<file path="src/rtl/fifo_seq_player.sv">
// Record/playback sequencer: events are captured into a ring buffer and replayed one per PERIOD_CNT clocks.
// Optional FIFO_SEQ_ONEHOT_EN: stores the one-hot of the lowest set bit and ignores all-zero events.
module fifo_seq_player #(
  parameter int WIDTH      = 4,
  parameter int LOGDEPTH   = 3,
  parameter int PERIOD_CNT = 125_000_000
) (
  input  logic                clk,
  input  logic                rst,
  input  logic [1:0]          mode,
  input  logic                clear,
  input  logic                in_valid,
  input  logic [WIDTH-1:0]    in_data,
  output logic [WIDTH-1:0]    out_data,
  output logic                out_valid,
  output logic [LOGDEPTH:0]   count,
  output logic                full,
  output logic                empty,
  output logic                overflow
);

  typedef enum logic [1:0] {
    MODE_HOLD   = 2'b00,
    MODE_RECORD = 2'b01,
    MODE_PLAY   = 2'b10,
    MODE_LOOP   = 2'b11
  } mode_e;

  localparam int DEPTH = 1 << LOGDEPTH;
  localparam int TW    = (PERIOD_CNT > 2) ? $clog2(PERIOD_CNT) : 1;
  localparam logic [TW-1:0]     TIMER_MAX = TW'(PERIOD_CNT - 1);
  localparam logic [LOGDEPTH:0] COUNT_MAX = (LOGDEPTH + 1)'(DEPTH);

  logic [WIDTH-1:0]    mem [DEPTH];
  logic [LOGDEPTH-1:0] wr_ptr;
  logic [LOGDEPTH-1:0] rd_ptr;
  logic [LOGDEPTH-1:0] li;
  logic [TW-1:0]       timer;
  mode_e               mode_q;
  mode_e               mode_cur;

  logic                mode_change;
  logic                tick;
  logic                accept;
  logic [WIDTH-1:0]    wr_data;
  logic                rec;
  logic                do_write;
  logic                play_rd;
  logic                loop_rd;
  logic [LOGDEPTH-1:0] loop_addr;
  logic                loop_last;

  assign full  = (count == COUNT_MAX);
  assign empty = (count == '0);

  always_comb begin
    mode_cur    = mode_e'(mode);
    mode_change = (mode_cur != mode_q);
    tick        = (timer == TIMER_MAX) && !mode_change && mode_cur[1];
`ifdef FIFO_SEQ_ONEHOT_EN
    // x & -x isolates the lowest set bit
    wr_data = in_data & (~in_data + 1'b1);
    accept  = in_valid && (in_data != '0);
`else
    wr_data = in_data;
    accept  = in_valid;
`endif
    rec       = (mode_cur == MODE_RECORD) && accept;
    do_write  = rec && !full && !clear;
    play_rd   = tick && (mode_cur == MODE_PLAY) && !empty;
    loop_rd   = tick && (mode_cur == MODE_LOOP) && !empty;
    loop_addr = rd_ptr + li;
    loop_last = ({1'b0, li} == (count - 1'b1));
  end

  always_ff @(posedge clk) begin
    if (do_write) mem[wr_ptr] <= wr_data;
  end

  always_ff @(posedge clk or posedge rst) begin
    if (rst) begin
      wr_ptr    <= '0;
      rd_ptr    <= '0;
      li        <= '0;
      count     <= '0;
      timer     <= '0;
      mode_q    <= MODE_HOLD;
      out_data  <= '0;
      out_valid <= 1'b0;
      overflow  <= 1'b0;
    end else begin
      mode_q    <= mode_cur;
      out_valid <= 1'b0;
      if (clear) begin
        wr_ptr   <= '0;
        rd_ptr   <= '0;
        li       <= '0;
        count    <= '0;
        timer    <= '0;
        overflow <= 1'b0;
        out_data <= '0;
      end else begin
        if (mode_change || !mode_cur[1] || (timer == TIMER_MAX)) timer <= '0;
        else timer <= timer + 1'b1;

        if (mode_change) li <= '0;

        if (rec) begin
          if (!full) begin
            wr_ptr <= wr_ptr + 1'b1;
            count  <= count + 1'b1;
          end else begin
            overflow <= 1'b1;
          end
        end

        if (play_rd) begin
          out_data  <= mem[rd_ptr];
          rd_ptr    <= rd_ptr + 1'b1;
          count     <= count - 1'b1;
          out_valid <= 1'b1;
        end

        // loop replay walks li over the stored window without consuming it
        if (loop_rd) begin
          out_data  <= mem[loop_addr];
          li        <= loop_last ? '0 : li + 1'b1;
          out_valid <= 1'b1;
        end
      end
    end
  end

endmodule

</file>
<file path="config.mk">
export PLATFORM = sky130hd
export DESIGN_NAME = fifo_seq_player
export DESIGN_NICKNAME = d
export VERILOG_FILES = /design/src/rtl/fifo_seq_player.sv
export SDC_FILE = /design/constraint.sdc
export NUM_CORES = 1
export LEC_CHECK = 0
export CELL_PAD_IN_SITES_DETAIL_PLACEMENT = 0
export CELL_PAD_IN_SITES_GLOBAL_PLACEMENT = 2
export CORE_UTILIZATION = 41
export CTS_CLUSTER_SIZE = 24
export DETAILED_ROUTE_END_ITERATION = 16
export PLACE_DENSITY = 0.88
export SETUP_SLACK_MARGIN = 0.2
export SYNTH_ARGS = -nofsm -noshare
export SYNTH_HDL_FRONTEND = slang
export SYNTH_SLANG_ARGS = --single-unit
</file>
<file path="constraint.sdc">
create_clock -name clk -period 3.6 [get_ports clk]
set_clock_uncertainty 0.05 [all_clocks]
set_input_delay 0.54 -clock clk [delete_from_list [all_inputs] [get_ports clk]]
set_output_delay 0.54 -clock clk [all_outputs]
set_load 0.005 [all_outputs]
</file>
### After elaboration in Yosys (flattened, before gate mapping)

Memories as Yosys holds them, arrays and structs flattened.
Index checks and enable logic that the tools add are counted.

* add/sub/neg operators: 7
* reductions and logical operators: 26
* multipliers: 0
* magnitude comparators: 0
* equal/unequal tests: 9
* muxes and demuxes: 26
* divide/modulo/power cells: 0
* bitwise operators: 0
* shifts and indexed selects: 0

Operator list (number)
* 27-bit 2-to-1 mux: 2
* 4-bit 2-to-1 mux: 7
* 27-bit by 1-bit adder with 27-bit output (second input constant): 1
* 27-bit equality test (second input constant): 1
* 3-bit 2-to-1 mux: 9
* 3-bit by 1-bit adder with 3-bit output (second input constant): 3
* 1-bit logical AND: 9
* 3-bit nonzero test: 3
* 1-bit 2-to-1 mux: 8
* 2-bit AND reduction: 3
* 2-bit nonzero test: 3
* 1-bit logical NOT: 5
* 4-bit by 1-bit adder with 4-bit output (second input constant): 1
* 2-bit equality test (second input constant): 2
* 3-bit by 4-bit equality test with 1-bit output: 1
* 4-bit equality test (second input constant): 1
* 4-bit logical NOT: 1
* 4-bit by 1-bit subtractor with 4-bit output (second input constant): 1
* 3-bit adder: 1
* 3-bit by 2-bit != test with 1-bit output (second input constant): 1
* 2-bit by 1-bit equality test with 1-bit output (second input constant): 1
* 1-bit logical OR: 2
* 2-bit != test: 1
* 2-bit != test (second input constant): 1

* input port bits: 10
* memories: 1
* output and inout port bits: 12
* bits in writable memories: 32
* word-level logic and storage cells: 78
* flip-flop bits (word level): 48
* bits in latches: 0
* ROM bits: 0

Memory list
* mem: depth 8, width 4, read ports 2, clocked after Yosys merged registers in 0, wr ports 1, RTL line 34 `logic [WIDTH-1:0] mem [DEPTH];`

### Longest topological paths before layout

* word-level depth: 9
* depth in mapped cells: 8
* gate-level depth less buffers: 8

### Worst setup path after synthesis

Ideal clock, no wire load.

* path type: register to register
* start: register count[0]
* end: memory mem[0][0] (enable)
* arrival time: 2.239 ns
* data required time: 3.189 ns
* period minus slack after synthesis: 2.651 ns
* buffers on the path: 1
* path slack: 0.949 ns
* library setup time: 0.361 ns
* cell stages (with the launch flop): 8
* cells stage by stage: dfrtp_1 -> inv_1 -> ha_1 -> and3b_1 -> nor4bb_1 -> buf_2 -> or3b_2 -> nor3_1

* word-level cells in the longest chain between the ends: 6

Ends and longest elaborated chain
* start: declaration: RTL line 16 `output logic [LOGDEPTH:0] count,`
* start signal: assignment: RTL line 111 `count <= count + 1'b1;`
* start signal: assignment: RTL line 120 `count <= count - 1'b1;`
* 4-bit equality test: RTL line 53 `assign full = (count == COUNT_MAX);`
* net full: RTL line 17 `output logic full,`
* 1-bit logical NOT
* 1-bit logical AND (2 in a row): RTL line 69 `do_write = rec && !full && !clear;`
* 1-bit 2-to-1 mux: RTL line 77 `if (do_write) mem[wr_ptr] <= wr_data;`
* 1-bit 2-to-1 mux (implied by the code): RTL line 77
* end: declaration: RTL line 34

The timed path passes the listed nets, and every way through them passes these cells.

### Final worst setup path

* start: register count[0]
* end: memory mem[0][2] (enable)

* word-level cells in the longest chain between the ends: 6

Ends and longest elaborated chain (RTL line)
* 4-bit equality test: 53
* 1-bit logical NOT
* 1-bit logical AND (2 in a row): 69
* 1-bit 2-to-1 mux: 77
* 1-bit 2-to-1 mux (implied by the code): 77

Every way passes these cells.

==> impl_results.html <==
<table>
<tr><th>Metric</th><th>Value</th></tr>
<tr><th colspan="2">Yosys</th></tr>
<tr><td>Area contributors post-synth</td><td>dfrtp_1 (29%), edfxtp_1 (23%), mux4_2 (8.7%), nor2_1 (4.5%), xor2_1 (4.2%)</td></tr>
<tr><td>EDFF count, synth</td><td>32</td></tr>
<tr><td>Avg Synthesized Cell Area</td><td>12.01 um^2</td></tr>
<tr><td>Post-Syn Area</td><td>0.004133 mm^2</td></tr>
<tr><td>Part of the Yosys area used for sequential elements</td><td>0.5232</td></tr>
<tr><td>Area share of the largest cell type after synthesis</td><td>0.2906</td></tr>
<tr><td>Number of storage elements in the synthesis netlist</td><td>80</td></tr>
<tr><td>Post-synthesis instance total</td><td>344</td></tr>
<tr><td>Syn_nets</td><td>362</td></tr>
<tr><td>Share of flip-flops with an asynchronous set or reset</td><td>0.6000</td></tr>
<tr><td>Count of yosys warnings during synthesis</td><td>0</td></tr>
<tr><td>Most used DFF post-synth</td><td>dfrtp_1</td></tr>
<tr><td>Count of unique library cells instantiated by Yosys</td><td>53</td></tr>
<tr><td>Top cell type by total area after synthesis</td><td>dfrtp_1</td></tr>
<tr><th colspan="2">Die</th></tr>
<tr><td>Count of boundary I/O pins</td><td>22</td></tr>
<tr><td>DIE AREA</td><td>0.01049 mm^2</td></tr>
<tr><td>Number of placement rows</td><td>36</td></tr>
<tr><td>Floorplan Core Area</td><td>0.009774 mm^2</td></tr>
<tr><td>Die W</td><td>102.4 um</td></tr>
<tr><td>Starting density of the core</td><td>0.4228</td></tr>
<tr><td>Die height</td><td>102.4 um</td></tr>
<tr><th colspan="2">Final layout</th></tr>
<tr><td>N_diodes</td><td>0</td></tr>
<tr><td>Multi-input logic area</td><td>0.001848 mm^2</td></tr>
<tr><td>Final #Nets</td><td>382</td></tr>
<tr><td>Fill count</td><td>905</td></tr>
<tr><td>Sequential cell area in the final layout</td><td>0.002162 mm^2</td></tr>
<tr><td>Fraction of final layout cells sized beyond drive strength 1</td><td>0.1220</td></tr>
<tr><td>Relative area change from synthesis to final layout</td><td>11.90%</td></tr>
<tr><th colspan="2">GRT</th></tr>
<tr><td>Wire length of the first global-routing pass</td><td>12790 um</td></tr>
<tr><td>Vias in the first global route</td><td>2559</td></tr>
<tr><td>Number of antenna violations at the first check in global routing</td><td>0</td></tr>
<tr><td>Total congestion overflow after global routing</td><td>0</td></tr>
<tr><td>Maximum number of pins on one net before global-route repair</td><td>49</td></tr>
<tr><td>GRT Overall Usage</td><td>0.1643</td></tr>
<tr><th colspan="2">STA</th></tr>
<tr><td>Actual slew at the worst max-slew pin</td><td>1.021 ns</td></tr>
<tr><td>Period utilization</td><td>0.7739</td></tr>
<tr><td>Worst max-slew margin expressed relative to the limit</td><td>0.3185</td></tr>
<tr><td>Final setup TNS</td><td>0 ns</td></tr>
<tr><td>Max Slew Vio Count</td><td>0</td></tr>
<tr><td>Maximum clock frequency</td><td>0.3589 GHz</td></tr>
<tr><td>Final-report hold violation count</td><td>0</td></tr>
<tr><td>RSZ-0062 raised after global routing</td><td>no</td></tr>
<tr><td>Final setup viols</td><td>0</td></tr>
<tr><td>Clock period minus worst slack</td><td>2.786 ns</td></tr>
<tr><th colspan="2">Route</th></tr>
<tr><td>First-pass DRT Iterations</td><td>4</td></tr>
<tr><td>DRC violation count after routing</td><td>0</td></tr>
<tr><td>Sum of routed wire length over all layers</td><td>7870 um</td></tr>
<tr><td>Wire per inst</td><td>15.68 um</td></tr>
<tr><td>Via count normalized by instance count</td><td>5.271</td></tr>
<tr><td>DR vias</td><td>2646</td></tr>
<tr><td>Violation count after the first detailed-routing iteration</td><td>115</td></tr>
<tr><td>Number of nets with antenna violations after detailed routing</td><td>0</td></tr>
<tr><th colspan="2">Power</th></tr>
<tr><td>Total internal power</td><td>1.232 mW</td></tr>
<tr><td>VDD IR max</td><td>0.1971 mV</td></tr>
<tr><td>Clk pwr share</td><td>0.350</td></tr>
<tr><td>Switching power share of the total</td><td>0.2188</td></tr>
<tr><td>Net switching power</td><td>0.3452 mW</td></tr>
<tr><td>P_leak</td><td>1.645 nW</td></tr>
<tr><td>Power per cell area</td><td>341.2 mW/mm^2</td></tr>
<tr><td>Combinational fraction of design power</td><td>0.044</td></tr>
<tr><td>Total power consumption of the routed design</td><td>1.578 mW</td></tr>
<tr><td>Seq pwr share</td><td>0.607</td></tr>
<tr><th colspan="2">Clocking</th></tr>
<tr><td>Post-cts hold buffer count</td><td>0</td></tr>
<tr><td>Clock tree from TritonCTS</td><td>built</td></tr>
<tr><td>Post CTS Setup Buffer Count</td><td>0</td></tr>
<tr><td>Clock H-tree levels</td><td>3</td></tr>
<tr><td>Number of clock sinks seen by CTS</td><td>80</td></tr>
<tr><td>Clock latency on the worst-skew pair</td><td>0.35 ns</td></tr>
<tr><td>CTS Root Buffer Type</td><td>clkbuf_8</td></tr>
<tr><td>Clock-pin transition on the worst setup and hold timing paths</td><td>0.08 ns</td></tr>
<tr><td>Worst-case clock buffer depth</td><td>2</td></tr>
<tr><td>Quantity of gates resized following cts</td><td>0</td></tr>
<tr><td>Number of buffers added by the clock tree synthesis step</td><td>9</td></tr>
<tr><th colspan="2">Worst setup path</th></tr>
<tr><td>Type of element launching the critical path</td><td>register</td></tr>
<tr><td>Setup Crit Path Kind</td><td>register to register</td></tr>
<tr><td>Critical path data arrival time</td><td>2.71 ns</td></tr>
<tr><td>Endpoint required time on the critical path</td><td>3.52 ns</td></tr>
<tr><td>Top fanout value on the critical path</td><td>8</td></tr>
<tr><td>Endpoint kind of the worst setup timing path</td><td>register</td></tr>
<tr><th colspan="2">Placed design</th></tr>
<tr><td>DP Wirelength</td><td>5644 um</td></tr>
<tr><td>IO Port Bufs</td><td>21</td></tr>
<tr><td>Placer congestion estimate</td><td>0.7318</td></tr>
<tr><th colspan="2">Job</th></tr>
<tr><td>Max-capacitance violation count</td><td>0</td></tr>
<tr><th colspan="2">Run status</th></tr>
<tr><td>Result of the run</td><td>complete, no violations</td></tr>
<tr><th colspan="2">Min path</th></tr>
<tr><td>Path class of the lowest-slack min-delay path</td><td>register to register</td></tr>
</table>
==> power groups by stage <==
stage,logic (mW),clock network (mW),registers [mW]
2_1_floorplan,0.0393,0,0.975
3_3_place_gp,0.0700,0,0.976
3_5_place_dp,0.0709,0,0.976
4_1_cts,0.0711,0.575,0.957
5_1_grt,0.0774,0.621,0.958
6_report,0.0690,0.552,0.957
==> logic make-up after synthesis <==
logic type               Yosys count  share of synthesized area
multiplexers                      26                     0.1123
adder cells (fa/ha/maj)            8                    0.02604
AND/OR/NAND/NOR                  138                     0.1862
AO/OA/AOI/OAI                     26                    0.04481
flip-flops                        80                     0.5232
buffers and inverters             30                    0.03118
XOR/XNOR                          36                    0.07629
==> cells in the mapped netlist (all sizes together) (4+ instances only) <==
master  count
mux4       16
nand2b      6
inv        13
nor4        6
a211oi      4
nor2b       6
nor2       49
nand4      13
clkbuf      8
dfrtp      48
a21oi       7
ha          7
xnor2      16
a211o       5
mux2i       7
nor3        7
edfxtp     32
xor2       20
nand3      14
buf         9
nand2      16
==> metal layers <==
| layer | GRT usage | vias to the layer above | wire [um] |
|---|---|---|---|
| li1 | - | 1279 | - |
| met1 | 0.2167 | 1320 | 3765 |
| met2 | 0.2643 | 41 | 3811 |
| met3 | 0.04172 | 6 | 219 |
| met4 | 0.05604 | 0 | 74 |
| met5 | 0 | - | 0 |
==> final timing paths <==
path / from / endpoint / slack [ns] / cells after the start
min in group asynchronous: rst / count[3] / 0.70 / 2
max: count[0] / mem[0][2] / 0.81 / 6
min reg2reg: timer[0] / timer[0] / 0.43 / 1
min: timer[0] / timer[0] / 0.43 / 1
max in group asynchronous: rst / timer[1] / 2.16 / 2
max reg2reg: count[0] / mem[0][2] / 0.81 / 6
==> cell usage in the layout (no fill, tap or decap), types with 2 or more instances in the layout <==
cell,netlist,routed
clkdlybuf4s50_1,0,21
ha_1,7,7
nand3_1,13,13
mux4_2,16,16
nand4_1,13,13
nor4_4,2,2
nand2_1,16,16
nor4_1,2,2
a211oi_1,4,4
clkbuf_8,0,9
buf_4,0,5
a211o_1,5,5
nor2b_1,6,6
o21a_1,2,2
inv_1,13,12
nor2_1,49,49
nor4b_1,2,2
and3_1,2,2
nand2b_1,6,6
a21oi_1,7,7
clkbuf_1,8,6
mux2_2,2,2
nor3_1,6,6
xnor2_1,16,16
dfrtp_1,48,48
and4b_1,3,3
xor2_1,20,20
edfxtp_1,32,32
nor4_2,2,2
or3_1,3,3
mux2i_1,7,7
==> through the flow <==
step | util | std cells | cell area [um^2] | hold slack [ns] | setup WS, ns
6_report | 0.4731 | 502 | 4624 | 0.4346 | 0.8139
5_1_grt | 0.4731 | 502 | 4624 | 0.4778 | 0.5716
4_1_cts | 0.4731 | 502 | 4624 | 0.4388 | 0.8118
3_5_place_dp | 0.4576 | 486 | 4473 | 0.4285 | 0.7511
3_3_place_gp | 0.4576 | 486 | 4473 | 0.4266 | 0.7981
2_1_floorplan | - | 344 | 4133 | 0.4047 | 0.9492
==> critical path: stages, from the launching register on <==
cell,delay (ns)
dfrtp_1,0.49
inv_1,0.07
ha_1,0.25
and3b_1,0.23
nor4bb_2,0.35
or3b_2,0.54
nor3_1,0.43
==> final cells by class <==
cell class | count | area share
flip-flops and latches | 80 | 0.4675
repair buffers | 26 | 0.05357
multi-input cells | 234 | 0.3996
clock inverters | 1 | 0.001082
inverters | 13 | 0.01055
clock buffers | 15 | 0.03166
well taps | 133 | 0.03598
==> flip-flops by register name, indices dropped and copies added, names as in the netlist <==
signal	count
mem	32
timer	27
count	4
out_data	4
li	3
rd_ptr	3
wr_ptr	3
mode_q	2
out_valid	1
overflow	1
Power figures use the tool's default switching activity.
